`src/rtl/seg7_pkg.sv`:
```
// Shared types and segment constants for the 4-digit multiplexed 7-segment display.
// Segment patterns are active-low, bit order g..a in [6:0].
package seg7_pkg;

    typedef enum logic {
        BLANK = 1'b0,
        SHOW  = 1'b1
    } state_t;

    localparam int DIG_N = 4;

    localparam logic [7:0] SEG_OFF  = 8'hFF;
    localparam logic [3:0] AN_OFF   = 4'hF;
    localparam logic [6:0] SEG_DASH = 7'b011_1111;

    // Entry k is the glyph for BCD code k (9 listed first in the packed concatenation).
    localparam logic [9:0][6:0] GLYPH = {
        7'b001_0000,  // 9
        7'b000_0000,  // 8
        7'b111_1000,  // 7
        7'b000_0010,  // 6
        7'b001_0010,  // 5
        7'b001_1001,  // 4
        7'b011_0000,  // 3
        7'b010_0100,  // 2
        7'b111_1001,  // 1
        7'b100_0000   // 0
    };

endpackage

```
`src/rtl/seg7_decode.sv`:
```
// Combinational BCD to active-low 7-segment decoder.
// Non-decimal codes (10..15) render as a single dash on segment g.
module seg7_decode
    import seg7_pkg::*;
(
    input  logic [3:0] code,
    output logic [6:0] seg
);

    always_comb begin
        // NOTE: assigning a default first guarantees every path drives seg, so no latch is inferred.
        seg = SEG_DASH;
        if (code < 4'd10) begin
            seg = GLYPH[code];
        end
    end

endmodule

```
`src/rtl/seg7_scan.sv`:
```
// Time-multiplexed driver for a 4-digit common-anode display with per-frame input snapshot
// and a per-slot blanking window. Optional macro SEG7_ZERO_BLANK_EN suppresses a leading zero on digit 3.
module seg7_scan #(
    parameter int         SCAN_DIV  = 50000,
    parameter int         BLANK_CYC = 16,
    parameter logic [3:0] DP_MASK   = 4'b0100
) (
    input  logic       clk,
    input  logic       rst,
    input  logic [3:0] dig0,
    input  logic [3:0] dig1,
    input  logic [3:0] dig2,
    input  logic [3:0] dig3,
    output logic [3:0] an,
    output logic [7:0] seg
);

    import seg7_pkg::*;

    localparam int PCNT_W = $clog2(SCAN_DIV);
    localparam int BCNT_W = $clog2(BLANK_CYC + 1);

    localparam logic [PCNT_W-1:0] PCNT_LAST = PCNT_W'(SCAN_DIV - 1);
    localparam logic [BCNT_W-1:0] BCNT_LAST = BCNT_W'(BLANK_CYC - 1);

    logic [PCNT_W-1:0]      pcnt;
    logic [BCNT_W-1:0]      bcnt;
    logic [1:0]             idx;
    state_t                 state;
    logic [DIG_N-1:0][3:0]  snap;

    logic                   tick;
    logic [3:0]             cur_code;
    logic [6:0]             cur_glyph;
    logic [3:0]             lit_an;
    logic                   zero_blank;

    assign tick     = (pcnt == PCNT_LAST);
    assign cur_code = snap[idx];
    assign lit_an   = ~(4'b0001 << idx);

`ifdef SEG7_ZERO_BLANK_EN
    assign zero_blank = (idx == 2'd3) && (snap[3] == 4'd0);
`else
    assign zero_blank = 1'b0;
`endif

    seg7_decode u_decode (
        .code (cur_code),
        .seg  (cur_glyph)
    );

    // Outputs are computed from the pre-edge state/idx/snap, giving one register stage of latency.
    // NOTE: non-blocking assignments let every register here sample the same pre-edge values.
    always_ff @(posedge clk) begin
        if (rst) begin
            pcnt  <= '0;
            bcnt  <= '0;
            idx   <= 2'd0;
            state <= BLANK;
            // NOTE: the snapshot is only four nibbles and must read 0000 after reset, so it is reset explicitly.
            snap  <= '0;
            an    <= AN_OFF;
            seg   <= SEG_OFF;
        end else begin
            if (state == SHOW) begin
                an  <= zero_blank ? AN_OFF : lit_an;
                seg <= {~DP_MASK[idx], cur_glyph};
            end else begin
                an  <= AN_OFF;
                seg <= SEG_OFF;
            end

            pcnt <= tick ? '0 : pcnt + 1'b1;

            if (tick) begin
                state <= BLANK;
                bcnt  <= '0;
                idx   <= idx + 2'd1;
                if (idx == 2'd3) begin
                    snap <= {dig3, dig2, dig1, dig0};
                end
            end else begin
                case (state)
                    BLANK: begin
                        if (bcnt == BCNT_LAST) begin
                            state <= SHOW;
                        end else begin
                            bcnt <= bcnt + 1'b1;
                        end
                    end
                    SHOW:    state <= SHOW;
                    default: state <= BLANK;
                endcase
            end
        end
    end

endmodule

```
`config.mk`:
```
export PLATFORM = sky130hd
export DESIGN_NAME = seg7_scan
export DESIGN_NICKNAME = d
export VERILOG_FILES = /design/src/rtl/seg7_pkg.sv /design/src/rtl/seg7_decode.sv /design/src/rtl/seg7_scan.sv
export SDC_FILE = /design/constraint.sdc
export NUM_CORES = 1
export LEC_CHECK = 0
export CAP_MARGIN = 10
export CORE_ASPECT_RATIO = 0.7
export CORE_MARGIN = 2
export CORE_UTILIZATION = 58
export CTS_CLUSTER_SIZE = 28
export DETAILED_ROUTE_END_ITERATION = 10
export GPL_TIMING_DRIVEN = 0
export HOLD_SLACK_MARGIN = 0.02
export PLACE_DENSITY = 0.84
export SLEW_MARGIN = 20
export SYNTH_ARGS = -nofsm -noshare
export SYNTH_HDL_FRONTEND = slang
export SYNTH_SLANG_ARGS = --single-unit
```
`constraint.sdc`:
```
create_clock -name clk -period 3.8 [get_ports clk]
set_input_delay 0.76 -clock clk [delete_from_list [all_inputs] [get_ports clk]]
set_output_delay 0.76 -clock clk [all_outputs]
set_load 0.1 [all_outputs]
```
==> out/results.tsv, run 1 <==
metric	value	unit
worst_hold_slack	0.4762	ns
reg2reg_to	snap[5]$_SDFFE_PP0P_	
synthCells	240	
cpLargestDelayFamily	buffers and inverters	
dp_cells	319	
report.final.slew_viol_count	0	
crit_arrival	1.85	ns
root_buffer	clkbuf_8	
clk_path_buf_depth	2	
status	complete, no violations	
min_to	pcnt[0]$_SDFF_PP0_	
critPathLaunchType	flop	
hold_viol	0	
grt_pass1_wl	7355	um
multiInputGateArea	1090	sq um
met3_length	227	um
die_area	4394	sq um
via_per_inst	5.450	
antenna_found_initial	0	
wl_met1	2131	um
fin_nets	306	
die_height	56.07	um
power.density	326.8	nW/um^2
cts_tree	done	
start_util	61.94	%
clk_latency	0.30	ns
critPathCaptureType	output port	
slowest_stage	clkdlybuf4s50_1	
fp.dieW	78.38	um
grt_max_degree	16	
critPathKind	flop to output port	
rrSetupSlack	1.84	ns
vias	1782	
fmax	382.4	MHz
p_leak	0.9743	nW
seqPwrFrac	62.1	%
avgSynthCellArea	9.358	sq um
skew	0.008410	ns
max-slew-margin-rel	35.41	%
ctsHtreeMaxLevel	2	
grt_overflow	0	
final_common_cell	dfxtp_1	
n_antenna_cell	0	
slowest_delay	1.11	ns
grt_pass1_vias	1630	
ant_nets	0	
post_cts_buffers	0	
drt_wl_total	4279	um
holdBufCountCts	0	
ios	30	
ys_seq_area_share	45.46	%
layout_common_cells	dfxtp_1 (51), clkdlybuf4s50_1 (29), nor2_1 (24)	
synth_area	2246	sq um
path_cells	buf_4, clkdlybuf4s50_1	
synth.distinct_cells	31	
ir_drop	405.4	uV
clkTransAtPathRegs	0.09	ns
dr.pass1.iters	4	
regArea	1021	sq um
hold_path_class	flop to flop	
core_area	3626	sq um
syn_to_final_growth	19.44	%
power.switching	0.1893	mW
wl_per_cell	13.09	um
placementRows	18	
syn_nets	270	
rsz0062_at_grt	false	
dp_hpwl	3130	um
required	3.04	ns
internal-power	0.6874	mW
critPathBufInv	2	
max_cap_violations	0	
drcViolationCount	0	
globalRouteTotalUtil	21.12	%
timing.hold.worst.start	pcnt[0]$_SDFF_PP0_	
p_clk_share	33.8	%
worst_pin_slew	0.9658	ns
drt_iter0_drc	105	
layout-drive-gt1-share	10.11	%
setup_viol	0	
nFillCells	271	
synth_seq_cells	51	
worst_r2r_path_depth	6	
switching_share	21.59	%
power	0.8766	mW
crit_fanout	2	
power_frac_comb	4.1	%
stdcell_area	2683	sq um
hold_depth	1	
r2r-start	idx[1]$_SDFFE_PP0P_	
post_cts_resize_count	0	
finalCriticalPeriod	2.615	ns
clock-sinks	51	
path_depth	2	
placed_cell_area	2599	sq um
final_cell_count_no_fill	327	
final.setup.tns	0	ns
portBuffers	29	
yosys_warnings	0	
cts_inserted_buffers	5	
routed.top_layer	met4	
place_congestion	0.7926	
wl_met2	1873	um
fin_crit_sh	68.81	%
==> kinds of logic after synthesis <==
logic type	count (synthesis)	synth area share [%]
flip-flops	51	45.46
buffers and inverters	24	6.016
multiplexers	6	4.903
AND/OR/NAND/NOR	82	19.16
adder cells (fa/ha/maj)	12	6.685
XOR/XNOR	16	6.239
AO/OA/AOI/OAI	49	11.53
==> worst max path at each step <==
stage / startpoint / endpoint
2_1_floorplan: an[2]$_SDFF_PP1_ / seg[7]
3_3_place_gp: rst / state$_SDFF_PP0_
3_5_place_dp: rst / pcnt[5]$_SDFF_PP0_
4_1_cts: an[2]$_SDFF_PP1_ / seg[7]
5_1_grt: an[2]$_SDFF_PP1_ / seg[7]
6_report: an[2]$_SDFF_PP1_ / seg[7]
==> worst reg2reg max path, cell delays in order (launching register included) <==
cell      delay, ns
dfxtp_1        0.51
ha_1           0.21
clkbuf_1       0.34
inv_1          0.20
clkbuf_1       0.25
o21ai_0        0.25
a21oi_1        0.09
==> through the flow <==
| stage | utilization, % | setup slack (ns) |
|---|---|---|
| final | 73.98 | 1.185 |
| after global routing | 73.98 | 1.140 |
| after CTS | 73.98 | 1.178 |
| after detailed placement | 71.67 | 1.497 |
| after global placement | 71.67 | 1.496 |
| after floorplan | - | 1.684 |
==> cell usage after synthesis <==
cell type	instances	area share, %
o21ai_0	19	4.2
or3_1	2	0.56
dfxtp_1	51	45
nand2_1	14	2.3
nor2b_1	1	0.28
inv_1	8	1.3
nor4b_2	2	1.3
buf_6	4	2.0
buf_4	3	1.0
mux4_2	4	4.0
nand3_1	22	4.9
and4_1	4	1.6
mux2i_1	2	0.89
clkbuf_2	1	0.22
nand4_1	5	1.4
o21ai_1	5	1.1
o211ai_2	1	0.56
buf_2	2	0.45
nor2_1	24	4.0
xor2_1	12	4.7
nand4_2	1	0.56
a21oi_1	22	4.9
a211oi_1	1	0.33
clkbuf_1	6	1.0
xnor2_1	4	1.6
and3_1	3	0.84
and2_4	1	0.39
nand2b_1	2	0.56
ha_1	12	6.7
o21ai_2	1	0.39
and4b_1	1	0.45
==> power groups by stage <==
stage / sequential (mW) / clock [mW] / combinational (mW)
finish: 0.544 / 0.296 / 0.0360
global route: 0.545 / 0.325 / 0.0401
detailed placement: 0.556 / 0 / 0.0361
floorplan: 0.555 / 0 / 0.0145
CTS: 0.544 / 0.303 / 0.0361
global placement: 0.556 / 0 / 0.0353
==> final cells by class <==
cell class / instances / share of cell area [%]
multi-input combinational: 165 / 40.63
sequential: 51 / 38.06
timing repair buffer: 29 / 10.82
buffer: 16 / 3.918
clock buffer: 5 / 2.565
tap: 50 / 2.332
inverter: 8 / 1.119
clock inverter: 3 / 0.5597
==> routing by layer <==
metal / up-vias / GRT usage, %
met5: - / 0
met4: 0 / 6.015
met3: 5 / 5.519
met2: 56 / 33.25
met1: 821 / 28.79
li1: 900 / -
==> sequential cells by signal (all words and copies together) (netlist names) <==
signal and count:
idx 2, pcnt 16, bcnt 5, an 4, snap 16, state 1
seg 7
Note: power is estimated with default switching activity, not from simulation.
==> inputs of run 2 (changes only) <==
--- a/config.mk
+++ b/config.mk
@@ -8,12 +8,12 @@
 export CAP_MARGIN = 10
 export CORE_ASPECT_RATIO = 0.7
 export CORE_MARGIN = 2
-export CORE_UTILIZATION = 58
+export CORE_UTILIZATION = 49
 export CTS_CLUSTER_SIZE = 28
 export DETAILED_ROUTE_END_ITERATION = 10
 export GPL_TIMING_DRIVEN = 0
 export HOLD_SLACK_MARGIN = 0.02
-export PLACE_DENSITY = 0.84
+export PLACE_DENSITY = 0.75
 export SLEW_MARGIN = 20
 export SYNTH_ARGS = -nofsm -noshare
 export SYNTH_HDL_FRONTEND = slang
==> constraint.sdc (replaced) <==
create_clock -name clk -period 2.1 [get_ports clk]
set_input_delay 0.42 -clock clk [delete_from_list [all_inputs] [get_ports clk]]
set_output_delay 0.42 -clock clk [all_outputs]
set_load 0.1 [all_outputs]
==> run 2 against run 1 <==
Clock power is 91% higher. Routed wire length down 5.0%. Final cell count up 0.92%. Global-route usage decreased by 3.8 points. First-iteration DRC count down 8.6%. Critical path type unchanged. Critical endpoint unchanged.
==> out/results.tsv, run 2 (synthesis results as in run 1) <==
metric	value	unit	change
wl_per_cell	12.32	um	was 13.09 um
layout_common_cells	dfxtp_1 (51), nor2_1 (24), nand3_1 (22), a21oi_1 (22), o21ai_0 (19)		was dfxtp_1 (51), clkdlybuf4s50_1 (29), nor2_1 (24)
portBuffers	29		unchanged
power	1.615	mW	was 0.8766 mW
globalRouteTotalUtil	17.28	%	was 21.12%
crit_arrival	1.57	ns	was 1.85 ns
critPathBufInv	2		unchanged
skew	0.009808	ns	was 0.008410 ns
critPathCaptureType	output port		unchanged
report.final.slew_viol_count	0		unchanged
via_per_inst	5.209		was 5.450
setup_viol	0		unchanged
rsz0062_at_grt	false		unchanged
final.setup.tns	0	ns	unchanged
crit_fanout	2		unchanged
slowest_delay	0.84	ns	was 1.11 ns
layout-drive-gt1-share	9.818	%	was 10.11%
power.density	604.1	nW/um^2	was 326.8 nW/um^2
critPathKind	flop to output port		unchanged
finalCriticalPeriod	1.988	ns	
drcViolationCount	0		unchanged
cpLargestDelayFamily	buffers and inverters		unchanged
dp_cells	324		was 319
fin_crit_sh	94.68	%	
fin_util	61.06	%	was 73.98%
drt_wl_total	4067	um	was 4279 um
syn_to_final_growth	19.05	%	was 19.44%
dp_hpwl	3021	um	was 3130 um
p_leak	0.9464	nW	was 0.9743 nW
die_area	5150	sq um	was 4394 sq um
ios	30		unchanged
fin_nets	305		was 306
max_cap_violations	0		unchanged
ir_drop	464.9	uV	was 405.4 uV
clk_latency	0.30	ns	about the same
placed_cell_area	2605	sq um	was 2599 sq um
stdcell_area	2674	sq um	was 2683 sq um
required	1.68	ns	was 3.04 ns
hold_viol	0		unchanged
path_cells	buf_4, dlygate4sd2_1		was buf_4, clkdlybuf4s50_1
largestRegisters	pcnt x16, snap x16, seg x7		unchanged
final_cell_count_no_fill	330		was 327
clock-sinks	51		unchanged
grt_pass1_wl	6934	um	was 7355 um
status	complete, no violations		unchanged
place_congestion	0.7733		was 0.7926
fp.dieW	84.92	um	was 78.38 um
vias	1719		was 1782
fmax	503.0	MHz	
n_antenna_cell	0		unchanged
root_buffer	clkbuf_8		unchanged
clkTransAtPathRegs	0.09	ns	about the same
ctsHtreeMaxLevel	2		unchanged
cts_tree	done		unchanged
hold_path_class	flop to flop		unchanged
slowest_stage	dlygate4sd2_1		was clkdlybuf4s50_1
holdBufCountCts	0		unchanged
grt_max_degree	15		was 16
dr.pass1.iters	4		unchanged
max-slew-margin-rel	36.81	%	was 35.41%
final_common_cell	dfxtp_1		unchanged
worst_pin_slew	0.9517	ns	was 0.9658 ns
drt_iter0_drc	96		was 105
ant_nets	0		unchanged
placementRows	20		was 18
start_util	51.29	%	was 61.94%
antenna_found_initial	0		unchanged
grt_overflow	0		unchanged
grt_pass1_vias	1569		was 1630
clk_path_buf_depth	2		unchanged
cts_inserted_buffers	5		unchanged
core_area	4379	sq um	was 3626 sq um
critPathLaunchType	flop		unchanged
die_height	60.65	um	was 56.07 um
==> run 2: timing repair <==
action / in CTS / in global routing
setup buffers: 0 / 0
setup endpoints to repair: 12 / 1
endpoints found under the hold margin: 0 / 0
resized for setup: 12 / 0
pin swaps: 0 / 0
==> run 2: final cells by class <==
type / instances / area [sq um]
fillers: 399 / 1705
multi-input cells: 165 / 1090
flip-flops and latches: 51 / 1021
repair buffers: 29 / 275.3
plain buffers: 15 / 101.3
clock buffers: 6 / 82.58
well taps: 55 / 68.82
inverters: 8 / 30.03
clock inverters: 1 / 5.005
==> run 2: stage by stage <==
stage	setup slack, ns	hold slack, ns
detailed placement	0.1488	0.4504
global route	0.006995	0.4820
floorplan	0.3238	0.4261
finish	0.1118	0.4673
CTS	0.09728	0.4712
global placement	0.1554	0.4383
==> run 2: per-layer routing <==
layer	up-vias	share of wire, %	GRT usage [%]
met5	-	0	0
met1	777	52	23.12
met2	36	43	27.90
met4	0	1.4	7.029
met3	5	4.0	3.810
li1	901	-	-
==> run 2: path summary, 6_finish.rpt <==
check                               to  slack [ns]                from  cells past startpoint
hold reg to reg     pcnt[0]$_SDFF_PP0_        0.47  pcnt[0]$_SDFF_PP0_                      1
setup / recovery                seg[7]        0.11    an[2]$_SDFF_PP1_                      2
setup reg to reg  snap[4]$_SDFFE_PP0P_        0.26  pcnt[0]$_SDFF_PP0_                      7
hold / removal      pcnt[0]$_SDFF_PP0_        0.47  pcnt[0]$_SDFF_PP0_                      1
==> run 2: power breakdown <==
group          switching (mW)  total (mW)  internal (mW)  leakage (nW)
clock                   0.307       0.566          0.259        0.0470
sequential            0.00810       0.984          0.976         0.412
combinational          0.0253      0.0649         0.0396         0.487
